--- src/rtl/ram_loader_pkg.sv ---
// Shared types and constants for the RAM row loader.
//   state_e          : loader FSM states
//   NumFeaturesWidth : width of the num_features request field
//   MinFeatures/MinPoints : lower bounds of a legal load request
//   params_in_range  : legality check for a load request
package ram_loader_pkg;

  typedef enum logic [2:0] {
    StIdle,
    StCollect,
    StSetup,
    StWrite,
    StHold,
    StDone
  } state_e;

  localparam int unsigned NumFeaturesWidth = 4;
  localparam int unsigned MinFeatures      = 1;
  localparam int unsigned MinPoints        = 1;

  function automatic logic params_in_range(input int unsigned nf, input int unsigned np,
                                           input int unsigned max_features,
                                           input int unsigned depth);
    return (nf >= MinFeatures) && (nf <= max_features) && (np >= MinPoints) && (np <= depth);
  endfunction

endpackage

--- src/rtl/ram_row_loader_if.sv ---
// Bus bundle for ram_row_loader: load request, input word stream, RAM write port and status.
//   master : requester / stream source / RAM observer
//   slave  : the loader
interface ram_row_loader_if #(
  parameter int unsigned ADDR_WIDTH   = 12,
  parameter int unsigned MAX_FEATURES = 15,
  parameter int unsigned LENGTH       = 16,
  parameter int unsigned DATA_WIDTH   = LENGTH * (MAX_FEATURES + 1)
);
  logic                                        start;
  logic [ADDR_WIDTH-1:0]                       num_points;
  logic [ram_loader_pkg::NumFeaturesWidth-1:0] num_features;
  logic [LENGTH-1:0]                           in_data;
  logic                                        in_valid;
  logic                                        in_ready;
  logic [ADDR_WIDTH-1:0]                       ram_addr;
  logic [DATA_WIDTH-1:0]                       ram_data;
  logic                                        ram_we;
  logic                                        ram_oe;
  logic                                        ram_drive;
  logic                                        busy;
  logic                                        done;
  logic                                        err;
  logic [ADDR_WIDTH-1:0]                       rows_written;

  modport master (
    output start, num_points, num_features, in_data, in_valid,
    input  in_ready, ram_addr, ram_data, ram_we, ram_oe, ram_drive, busy, done, err, rows_written
  );

  modport slave (
    input  start, num_points, num_features, in_data, in_valid,
    output in_ready, ram_addr, ram_data, ram_we, ram_oe, ram_drive, busy, done, err, rows_written
  );
endinterface

--- src/rtl/row_assembler.sv ---
// Builds one RAM row from a stream of words.
//   CLK, RST       : clock, synchronous active-high reset
//   clear_i        : zero the row and restart slot counting
//   load_i         : store word_i into the current slot
//   word_i         : incoming word
//   num_features_i : feature words per row; the word after them is y
//   last_o         : the next loaded word is the y word
//   row_o          : assembled row
module row_assembler
  import ram_loader_pkg::*;
#(
  parameter int unsigned MAX_FEATURES = 15,
  parameter int unsigned LENGTH       = 16,
  parameter int unsigned DATA_WIDTH   = LENGTH * (MAX_FEATURES + 1)
) (
  input  logic                        CLK,
  input  logic                        RST,
  input  logic                        clear_i,
  input  logic                        load_i,
  input  logic [LENGTH-1:0]           word_i,
  input  logic [NumFeaturesWidth-1:0] num_features_i,
  output logic                        last_o,
  output logic [DATA_WIDTH-1:0]       row_o
);

  logic [DATA_WIDTH-1:0]       row_q, row_d;
  logic [NumFeaturesWidth-1:0] idx_q, idx_d;
  int unsigned                 slot;

  assign last_o = (idx_q == num_features_i);
  assign row_o  = row_q;

  always_comb begin
    row_d = row_q;
    idx_d = idx_q;
    // y always lands in the top slot regardless of the feature count
    slot  = last_o ? MAX_FEATURES : 32'(idx_q);
    if (clear_i) begin
      row_d = '0;
      idx_d = '0;
    end else if (load_i) begin
      for (int unsigned s = 0; s <= MAX_FEATURES; s++) begin
        if (s == slot) row_d[s*LENGTH +: LENGTH] = word_i;
      end
      if (!last_o) idx_d = idx_q + 1'b1;
    end
  end

  always_ff @(posedge CLK) begin
    if (RST) begin
      row_q <= '0;
      idx_q <= '0;
    end else begin
      row_q <= row_d;
      idx_q <= idx_d;
    end
  end

endmodule

--- src/rtl/ram_row_loader.sv ---
// Collects feature/y words into rows and writes them to consecutive RAM addresses
// with a SETUP / WRITE / HOLD sequence per row.
//   CLK, RST : clock, synchronous active-high reset
//   bus      : request, word stream, RAM write port and status (slave side)
module ram_row_loader
  import ram_loader_pkg::*;
#(
  parameter int unsigned ADDR_WIDTH   = 12,
  parameter int unsigned MAX_FEATURES = 15,
  parameter int unsigned LENGTH       = 16,
  parameter int unsigned DATA_WIDTH   = LENGTH * (MAX_FEATURES + 1),
  parameter int unsigned DEPTH        = 100
) (
  input logic             CLK,
  input logic             RST,
  ram_row_loader_if.slave bus
);

  state_e                      state_q, state_d;
  logic [ADDR_WIDTH-1:0]       num_points_q, num_points_d;
  logic [NumFeaturesWidth-1:0] num_features_q, num_features_d;
  logic [ADDR_WIDTH-1:0]       ram_addr_q, ram_addr_d;
  logic [ADDR_WIDTH-1:0]       rows_written_q, rows_written_d;
  logic                        err_q, err_d;
  logic                        asm_clear, asm_load, asm_last;
  logic [DATA_WIDTH-1:0]       row;

  row_assembler #(
    .MAX_FEATURES (MAX_FEATURES),
    .LENGTH       (LENGTH),
    .DATA_WIDTH   (DATA_WIDTH)
  ) u_row_assembler (
    .CLK            (CLK),
    .RST            (RST),
    .clear_i        (asm_clear),
    .load_i         (asm_load),
    .word_i         (bus.in_data),
    .num_features_i (num_features_q),
    .last_o         (asm_last),
    .row_o          (row)
  );

  always_comb begin
    state_d        = state_q;
    num_points_d   = num_points_q;
    num_features_d = num_features_q;
    ram_addr_d     = ram_addr_q;
    rows_written_d = rows_written_q;
    err_d          = 1'b0;
    asm_clear      = 1'b0;
    asm_load       = 1'b0;
    unique case (state_q)
      StIdle: begin
        if (bus.start) begin
          if (params_in_range(32'(bus.num_features), 32'(bus.num_points), MAX_FEATURES,
                              DEPTH)) begin
            state_d        = StCollect;
            num_points_d   = bus.num_points;
            num_features_d = bus.num_features;
            ram_addr_d     = '0;
            rows_written_d = '0;
            asm_clear      = 1'b1;
          end else begin
            err_d = 1'b1;
          end
        end
      end
      StCollect: begin
        if (bus.in_valid) begin
          asm_load = 1'b1;
          if (asm_last) state_d = StSetup;
        end
      end
      StSetup: state_d = StWrite;
      StWrite: state_d = StHold;
      StHold: begin
        rows_written_d = rows_written_q + 1'b1;
        if (rows_written_d == num_points_q) begin
          state_d = StDone;
        end else begin
          // num_points <= DEPTH keeps the next address within the RAM
          ram_addr_d = ram_addr_q + 1'b1;
          asm_clear  = 1'b1;
          state_d    = StCollect;
        end
      end
      StDone:  state_d = StIdle;
      default: state_d = StIdle;
    endcase
  end

  always_ff @(posedge CLK) begin
    if (RST) begin
      state_q        <= StIdle;
      num_points_q   <= '0;
      num_features_q <= '0;
      ram_addr_q     <= '0;
      rows_written_q <= '0;
      err_q          <= 1'b0;
    end else begin
      state_q        <= state_d;
      num_points_q   <= num_points_d;
      num_features_q <= num_features_d;
      ram_addr_q     <= ram_addr_d;
      rows_written_q <= rows_written_d;
      err_q          <= err_d;
    end
  end

  assign bus.in_ready     = (state_q == StCollect);
  assign bus.ram_we       = (state_q == StWrite);
  assign bus.ram_oe       = 1'b0;
  assign bus.ram_drive    = (state_q != StIdle);
  assign bus.busy         = (state_q != StIdle);
  assign bus.done         = (state_q == StDone);
  assign bus.err          = err_q;
  assign bus.ram_addr     = ram_addr_q;
  assign bus.ram_data     = row;
  assign bus.rows_written = rows_written_q;

endmodule

--- src/flat_wrapper.sv ---
// flat-port wrapper written by rule: the top's interface ports become plain ports
module ram_row_loader_flat import ram_loader_pkg::*;
#(
  parameter int unsigned ADDR_WIDTH   = 12,
  parameter int unsigned MAX_FEATURES = 15,
  parameter int unsigned LENGTH       = 16,
  parameter int unsigned DATA_WIDTH   = LENGTH * (MAX_FEATURES + 1),
  parameter int unsigned DEPTH        = 100
)
  (CLK, RST, bus_start, bus_num_points, bus_num_features, bus_in_data, bus_in_valid, bus_in_ready, bus_ram_addr, bus_ram_data, bus_ram_we, bus_ram_oe, bus_ram_drive, bus_busy, bus_done, bus_err, bus_rows_written);
  ram_row_loader_if #(.ADDR_WIDTH(ADDR_WIDTH), .MAX_FEATURES(MAX_FEATURES), .LENGTH(LENGTH), .DATA_WIDTH(DATA_WIDTH)) bus_i ();
  input logic CLK;
  input logic RST;
  input wire logic [$bits(bus_i.start)-1:0] bus_start;
  input wire logic [$bits(bus_i.num_points)-1:0] bus_num_points;
  input wire logic [$bits(bus_i.num_features)-1:0] bus_num_features;
  input wire logic [$bits(bus_i.in_data)-1:0] bus_in_data;
  input wire logic [$bits(bus_i.in_valid)-1:0] bus_in_valid;
  output wire logic [$bits(bus_i.in_ready)-1:0] bus_in_ready;
  output wire logic [$bits(bus_i.ram_addr)-1:0] bus_ram_addr;
  output wire logic [$bits(bus_i.ram_data)-1:0] bus_ram_data;
  output wire logic [$bits(bus_i.ram_we)-1:0] bus_ram_we;
  output wire logic [$bits(bus_i.ram_oe)-1:0] bus_ram_oe;
  output wire logic [$bits(bus_i.ram_drive)-1:0] bus_ram_drive;
  output wire logic [$bits(bus_i.busy)-1:0] bus_busy;
  output wire logic [$bits(bus_i.done)-1:0] bus_done;
  output wire logic [$bits(bus_i.err)-1:0] bus_err;
  output wire logic [$bits(bus_i.rows_written)-1:0] bus_rows_written;
  assign bus_i.start = bus_start;
  assign bus_i.num_points = bus_num_points;
  assign bus_i.num_features = bus_num_features;
  assign bus_i.in_data = bus_in_data;
  assign bus_i.in_valid = bus_in_valid;
  assign bus_in_ready = bus_i.in_ready;
  assign bus_ram_addr = bus_i.ram_addr;
  assign bus_ram_data = bus_i.ram_data;
  assign bus_ram_we = bus_i.ram_we;
  assign bus_ram_oe = bus_i.ram_oe;
  assign bus_ram_drive = bus_i.ram_drive;
  assign bus_busy = bus_i.busy;
  assign bus_done = bus_i.done;
  assign bus_err = bus_i.err;
  assign bus_rows_written = bus_i.rows_written;
  ram_row_loader #(.ADDR_WIDTH(ADDR_WIDTH), .MAX_FEATURES(MAX_FEATURES), .LENGTH(LENGTH), .DATA_WIDTH(DATA_WIDTH), .DEPTH(DEPTH)) u_core (.CLK(CLK), .RST(RST), .bus(bus_i));
endmodule
--- config.mk ---
export PLATFORM = sky130hd
export DESIGN_NAME = ram_row_loader_flat
export DESIGN_NICKNAME = d
export VERILOG_FILES = /design/src/rtl/ram_loader_pkg.sv /design/src/rtl/ram_row_loader_if.sv /design/src/rtl/row_assembler.sv /design/src/rtl/ram_row_loader.sv /design/src/flat_wrapper.sv
export SDC_FILE = /design/constraint.sdc
export NUM_CORES = 1
export LEC_CHECK = 0
export ABC_AREA = 1
export CORE_ASPECT_RATIO = 1.75
export CORE_MARGIN = 10
export CORE_UTILIZATION = 40
export DETAILED_ROUTE_END_ITERATION = 10
export GPL_TIMING_DRIVEN = 0
export MAX_ROUTING_LAYER = met4
export PLACE_DENSITY = 0.64
export SYNTH_ARGS = -nofsm -noshare
export SYNTH_HDL_FRONTEND = slang
export SYNTH_HIERARCHICAL = 1
export SYNTH_SLANG_ARGS = --single-unit
--- constraint.sdc ---
create_clock -name CLK -period 2.95 [get_ports CLK]
set_input_delay 0.59 -clock CLK [delete_from_list [all_inputs] [get_ports CLK]]
set_output_delay 0.59 -clock CLK [all_outputs]
set_load 0.05 [all_outputs]
==> results of run 1 <==
## through the flow
stage,setup TNS [ns],hold slack [ns],instances,power [uW]
2_1_floorplan,0,0.4390,1773,4430
3_3_place_gp,-138.48,0.4468,2474,4598
3_5_place_dp,-145.93,0.4532,2474,4601
4_1_cts,0,0.3420,2532,8706
5_1_grt,-0.3614,0.3853,2536,8890
6_report,0,0.3615,2536,8633
## synthesized netlist by cell type, drive strengths merged
cell / n / area [um^2]
o211ai: 2 / 15.01
and2: 16 / 100.1
nand3: 173 / 900.9
clkbuf: 46 / 172.7
inv: 69 / 264.0
nand3b: 1 / 7.510
nor3: 78 / 395.4
nor2: 445 / 1837
a22oi: 1 / 7.510
dfxtp: 304 / 6086
buf: 70 / 498.0
nor4: 2 / 12.51
a31o: 1 / 8.760
ha: 3 / 37.54
xnor2: 2 / 17.52
nand4: 12 / 102.6
a211oi: 4 / 30.03
or2: 3 / 18.77
clkinv: 17 / 63.81
nand2: 352 / 1361
conb: 1 / 3.750
o21ai: 118 / 594.3
a21oi: 51 / 259.0
nor3b: 2 / 15.01
## final cells by class
cell class / instances / area [um^2]
clock buffers: 39 / 813.3
repair inverters: 1 / 7.507
well taps: 396 / 495.5
inverters: 86 / 331.6
repair buffers: 313 / 3110
multi-input cells: 1267 / 5744
fillers: 3127 / 13920
plain buffers: 116 / 784.5
flip-flops and latches: 304 / 6097
clock inverters: 14 / 224.0
## worst reg2reg max path, delay by kind of cell, from the launching register on
kind	cells	cell delay (ns)
DFF	1	0.40
and+or+nand+nor	13	1.44
buffers and inverters	4	0.70
adders and majority gates	1	0.17
## final timing paths
path | from | to | slack, ns | cells after the start
worst max-delay path | u_core/state_q[2] | bus_done | 0.13 | 3
worst min-delay path | bus_in_data[15] | u_core/u_row_assembler/row_o[223] | 0.36 | 3
worst max register to register | u_core/bus.rows_written[0] | u_core/u_row_assembler/idx_q[2] | 0.15 | 18
worst min register to register | u_core/num_points_q[8] | u_core/num_points_q[8] | 0.46 | 2
## cells in the final DEF, fill, tap and decap left out, types with 13 or more instances in the layout
cell type / n
clkdlybuf4s50_1: 304
buf_6: 18
nor2_4: 16
nor3_1: 77
inv_1: 58
nor2_2: 15
clkbuf_1: 24
nand2_2: 13
nand3_1: 166
buf_4: 28
a21oi_1: 50
clkinv_1: 17
nor2_1: 413
dfxtp_1: 299
and2_1: 16
o21ai_0: 112
nand2_1: 338
buf_2: 46
clkbuf_16: 29
## cell families (layout without fill, tap and decap cells)
family                   count (synthesis)  after routing  share of synthesized area, %
XOR/XNOR                                 2              2                        0.1368
other                                    1              1                       0.02928
AO/OA/AOI/OAI                          177            177                         7.141
AND/OR/NAND/NOR                       1084           1084                         37.09
buffers and inverters                  202            569                         7.795
flip-flops                             304            304                         47.51
adder cells (fa/ha/maj)                  3              3                        0.2931
## routing by layer
metal	part of all wire (%)	wire length [um]	vias up	track usage, %
li1	-	-	6357	-
met1	36	17050	5888	22.89
met2	53	25340	441	42.76
met3	5.6	2658	122	3.804
met4	5.6	2652	0	12.68
met5	0	0	-	-
## state kept, by name, indices dropped and copies added, names as in the netlist
name and count:
u_core/bus.err 1, u_core/bus.ram_addr 12, u_core/bus.rows_written 12, u_core/num_features_q 4, u_core/num_points_q 12, u_core/state_q 3, u_core/u_row_assembler/idx_q 4, u_core/u_row_assembler/row_o 256
## power groups by stage
stage                     Clock (uW)  Combinational, uW  Sequential, uW
after floorplan                    0                210            4220
after global placement             0                392            4210
after detailed placement           0                394            4210
after CTS                       4180                415            4110
after global routing            4320                460            4110
final                           4090                429            4110
## repair_timing
action                     in CTS  in global routing
pin swaps                       1                  2
cloned                          2                  3
setup endpoints to repair     254                252
hold endpoints to repair        0                  0
buffers inserted                3                  2
gates resized for setup        40                 54
==> qor.txt, run 1 <==
H-tree levels - 1
Port Buffer Count - 305
Nets@finish - 2157
Core ar. - 31530 um^2
Hold_buf cts - 0
Ant. Diodes - 0
Arr. time, crit path - 2.23 ns
Synth Warn # - 6
CP bufs+invs - 2
CTS tree - done
Die ar. - 39860 um^2
RSZ-0062 raised after global routing - yes
Final wirelength - 47700 um
PD cells - 490.3 nW/um^2
Cell area after synthesis - 12810 um^2
Placed Area - 16360 um^2
Seq pwr share - 47.6%
I/O pin cnt - 323
Crit path largest cell delay - 0.88 ns
CP delay by family, top - buffers and inverters
Vias in the first global route - 12558
# clock sinks - 304
Endpoint class of the critical path - primary output
Remaining DRCs - 0
Clock share of power - 47.4%
Cell area after layout - 17610 um^2
Post-route minimum period - 2.816 ns
Clock latency on the worst-skew pair - 0.58 ns
Area grow syn2layout - 37.47%
GRT overflow - 0
Synthesis-stage register bit count - 304
Pre-antenna DRT Iters - 8
Antenna violations before repair - 0
DR vias/cell - 5.050
Pre-CTS setup slack - -0.9380 ns
Initial Utilization - 40.63%
Avg Inst Size Synth - 7.224 um^2
Final setup margin - 0.1343 ns
Fin Clk Skew - 0.02472 ns
Maxcap violations - 0
Slew @ Worst Pin - 0.7112 ns
Dpl hpwl - 36060 um
Unique masters post-synth - 42
Syn Nets - 1812
Critical Path RT - 2.36 ns
Placer Congestion - 0.8922
Switching component of the power - 1949 uW
Remaining antenna violation count - 0
Reg clk slew, reported paths - 0.07 ns
Comb pwr share - 5.0%
Sw Ratio - 22.58%
CP Launch Type - flop
Max clock buf depth - 3
Relative slew slack - 52.41%
First-pass GRT wire length - 71730 um
Mapped Cells - 1773
# rows - 86
CP cell instances - inv_1, nor3_1, clkdlybuf4s50_1
Final Core Density - 55.85%
Die height - 256.7 um
Die X - 155.3 um
CP max FO - 5
Gr usage total - 23.40%
Slew Limit Fails - 0
Initial DRC Count - 686
Clock root cell - clkbuf_16
Fin crit share - 95.45%
Max IR drop VDD - 0.0004280 V
CP max-delay cell - clkdlybuf4s50_1
Avg WL per Cell - 18.81 um
Sequential share of the synthesized area - 47.51%
Hold crit path type - in2reg
Leak pwr - 0.006729 uW
Largest net degree at the start of global routing - 15
Share of layout cells above drive strength 1 - 10.93%
Via Count - 12808
F_max - 355.1 MHz
Final setup fails - 0
Critical path type - reg2out
CTS buffer count - 29
Fin. Hold Viols - 0
Int Power - 6684 uW
Status - completed
Note: power is estimated with default switching activity, not from simulation.
==> run 2, diff against run 1 <==
DONT_BUFFER_PORTS = 1   (was unset)
HOLD_SLACK_MARGIN = 0.15   (was unset)
PLACE_DENSITY = 0.51   (was 0.64)
==> qor.txt, run 2 (same netlist as run 1, synthesis figures left out) <==
Status - completed
RSZ-0062 raised after global routing - yes
Slew @ Worst Pin - 1.174 ns
H-tree levels - 1
CTS tree - done
F_max - 353.3 MHz
Area grow syn2layout - 14.59%
Post-route minimum period - 2.831 ns
Clock latency on the worst-skew pair - 0.57 ns
Clock root cell - clkbuf_16
Avg WL per Cell - 21.10 um
Vias in the first global route - 10866
CP max-delay cell - nor3_4
Share of layout cells above drive strength 1 - 13.33%
CP Launch Type - flop
Final setup margin - 0.1192 ns
Reg clk slew, reported paths - 0.06 ns
Max IR drop VDD - 0.0004926 V
Reg2reg setup slack - 0.12 ns
M3 GR Usage - 6.737%
GR Layer Usage met1 - 22.15%
Core ar. - 31530 um^2
Slew Limit Fails - 0
Die ar. - 39860 um^2
Pre-CTS setup slack - -1.342 ns
Initial Utilization - 40.63%
Fin Clk Skew - 0.01711 ns
Crit path to - u_core/u_row_assembler/row_o[202]
Die X - 155.3 um
Endpoint class of the critical path - flop
Gr usage total - 23.04%
Fillers - 3320
Dpl hpwl - 35240 um
Antenna violations before repair - 2
Pre-antenna DRT Iters - 5
CP cell instances - inv_1, nor3_4, buf_1, inv_1, nor2_1, nand3_1, nor2_2, buf_2, buf_4, nand3_1, nand2_1, nor2_1
GR Util met2 - 42.33%
CP startpoint - u_core/state_q[0]
Final setup fails - 0
Global route hottest layer - met2
Maxcap violations - 0
Arr. time, crit path - 3.28 ns
Die height - 256.7 um
# rows - 86
Critical Path RT - 3.40 ns
First-pass GRT wire length - 69450 um
Critical path type - reg2reg
# clock sinks - 304
R2R Path Start - u_core/state_q[0]
R2R Path End - u_core/u_row_assembler/row_o[202]
Remaining antenna violation count - 0
Port Buffer Count - 0
Via Count - 11427
Hold crit path type - in2reg
Final Core Density - 46.56%
Reg2Reg Depth - 12
Max FFs per register - 256
Register area - 6120 um^2
Largest net degree at the start of global routing - 16
GRT overflow - 0
PD cells - 571.9 nW/um^2
Relative slew slack - 21.41%
Post-route insts no fill - 2236
Crit path largest cell delay - 0.55 ns
Max clock buf depth - 3
CTS buffer count - 30
Fin crit share - 95.96%
Area of the multi-input gates - 5806 um^2
Most common cell after layout, fill and taps aside - nor2_1
Most frequent cells in the layout - 410 x nor2_1, 338 x nand2_1, 293 x dfxtp_1
CP max FO - 10
DR vias/cell - 5.110
Leak pwr - 0.005683 uW
I/O pin cnt - 323
Fin. Hold Viols - 0
Setup TNS - 0 ns
Initial DRC Count - 628
Placed Cells incl. Taps - 2170
Placer Congestion - 0.8785
Nets@finish - 1854
Final wirelength - 47190 um
Fin Hold WS - 0.1789 ns
Remaining DRCs - 0
## run 2: layout make-up
type / count / area share [%]
timing repair buffer: 10 / 0.5541
buffer: 116 / 5.737
clock inverter: 12 / 0.8695
multi-input combinational: 1267 / 39.55
sequential: 304 / 41.69
antenna: 2 / 0.03410
tap: 396 / 3.376
inverter: 86 / 2.259
clock buffer: 43 / 5.924
## run 2: repair_timing
| item | in CTS | in global routing |
|---|---|---|
| setup endpoints to repair | 260 | 259 |
| pin swaps | 2 | 5 |
| gates cloned | 1 | 0 |
| resized for setup | 62 | 74 |
| hold buffers | 4 | 0 |
| endpoints found under the hold margin | 4 | 0 |
| setup buffers | 3 | 2 |
## run 2: worst min path at each step
stage | from | end | cells after the start
2_1_floorplan | u_core/num_points_q[11] | u_core/num_points_q[11] | 2
3_3_place_gp | u_core/num_points_q[8] | u_core/num_points_q[8] | 2
3_5_place_dp | u_core/num_points_q[11] | u_core/num_points_q[11] | 2
4_1_cts | bus_num_features[3] | u_core/num_features_q[3] | 2
5_1_grt | bus_num_features[3] | u_core/num_features_q[3] | 2
6_report | bus_num_features[3] | u_core/num_features_q[3] | 2
## run 2: power by group
group	internal, uW	leakage (uW)	total [uW]	switching (uW)
clock	2230	0.000500	3890	1660
sequential	4100	0.00246	4120	20.2
combinational	104	0.00273	386	282
total	6430	0.00568	8390	1960
## run 2: stage by stage
step	cell area [um^2]	total power [uW]
floorplan	12810	4430
global placement	13310	4568
detailed placement	13320	4570
CTS	14540	8502
global route	14680	8671
finish	14680	8394
## run 2: critical path, delay by kind of cell, from the launching register on
kind | cells | cell delay [ns]
buf+inv | 5 | 0.83
flops | 1 | 0.37
simple gates | 7 | 1.52
## run 2: metal layers
layer | up-vias | part of all wire, %
met4 | 0 | 3.1
met1 | 5257 | 35
li1 | 5747 | -
met3 | 72 | 8.5
met2 | 351 | 54
met5 | - | 0
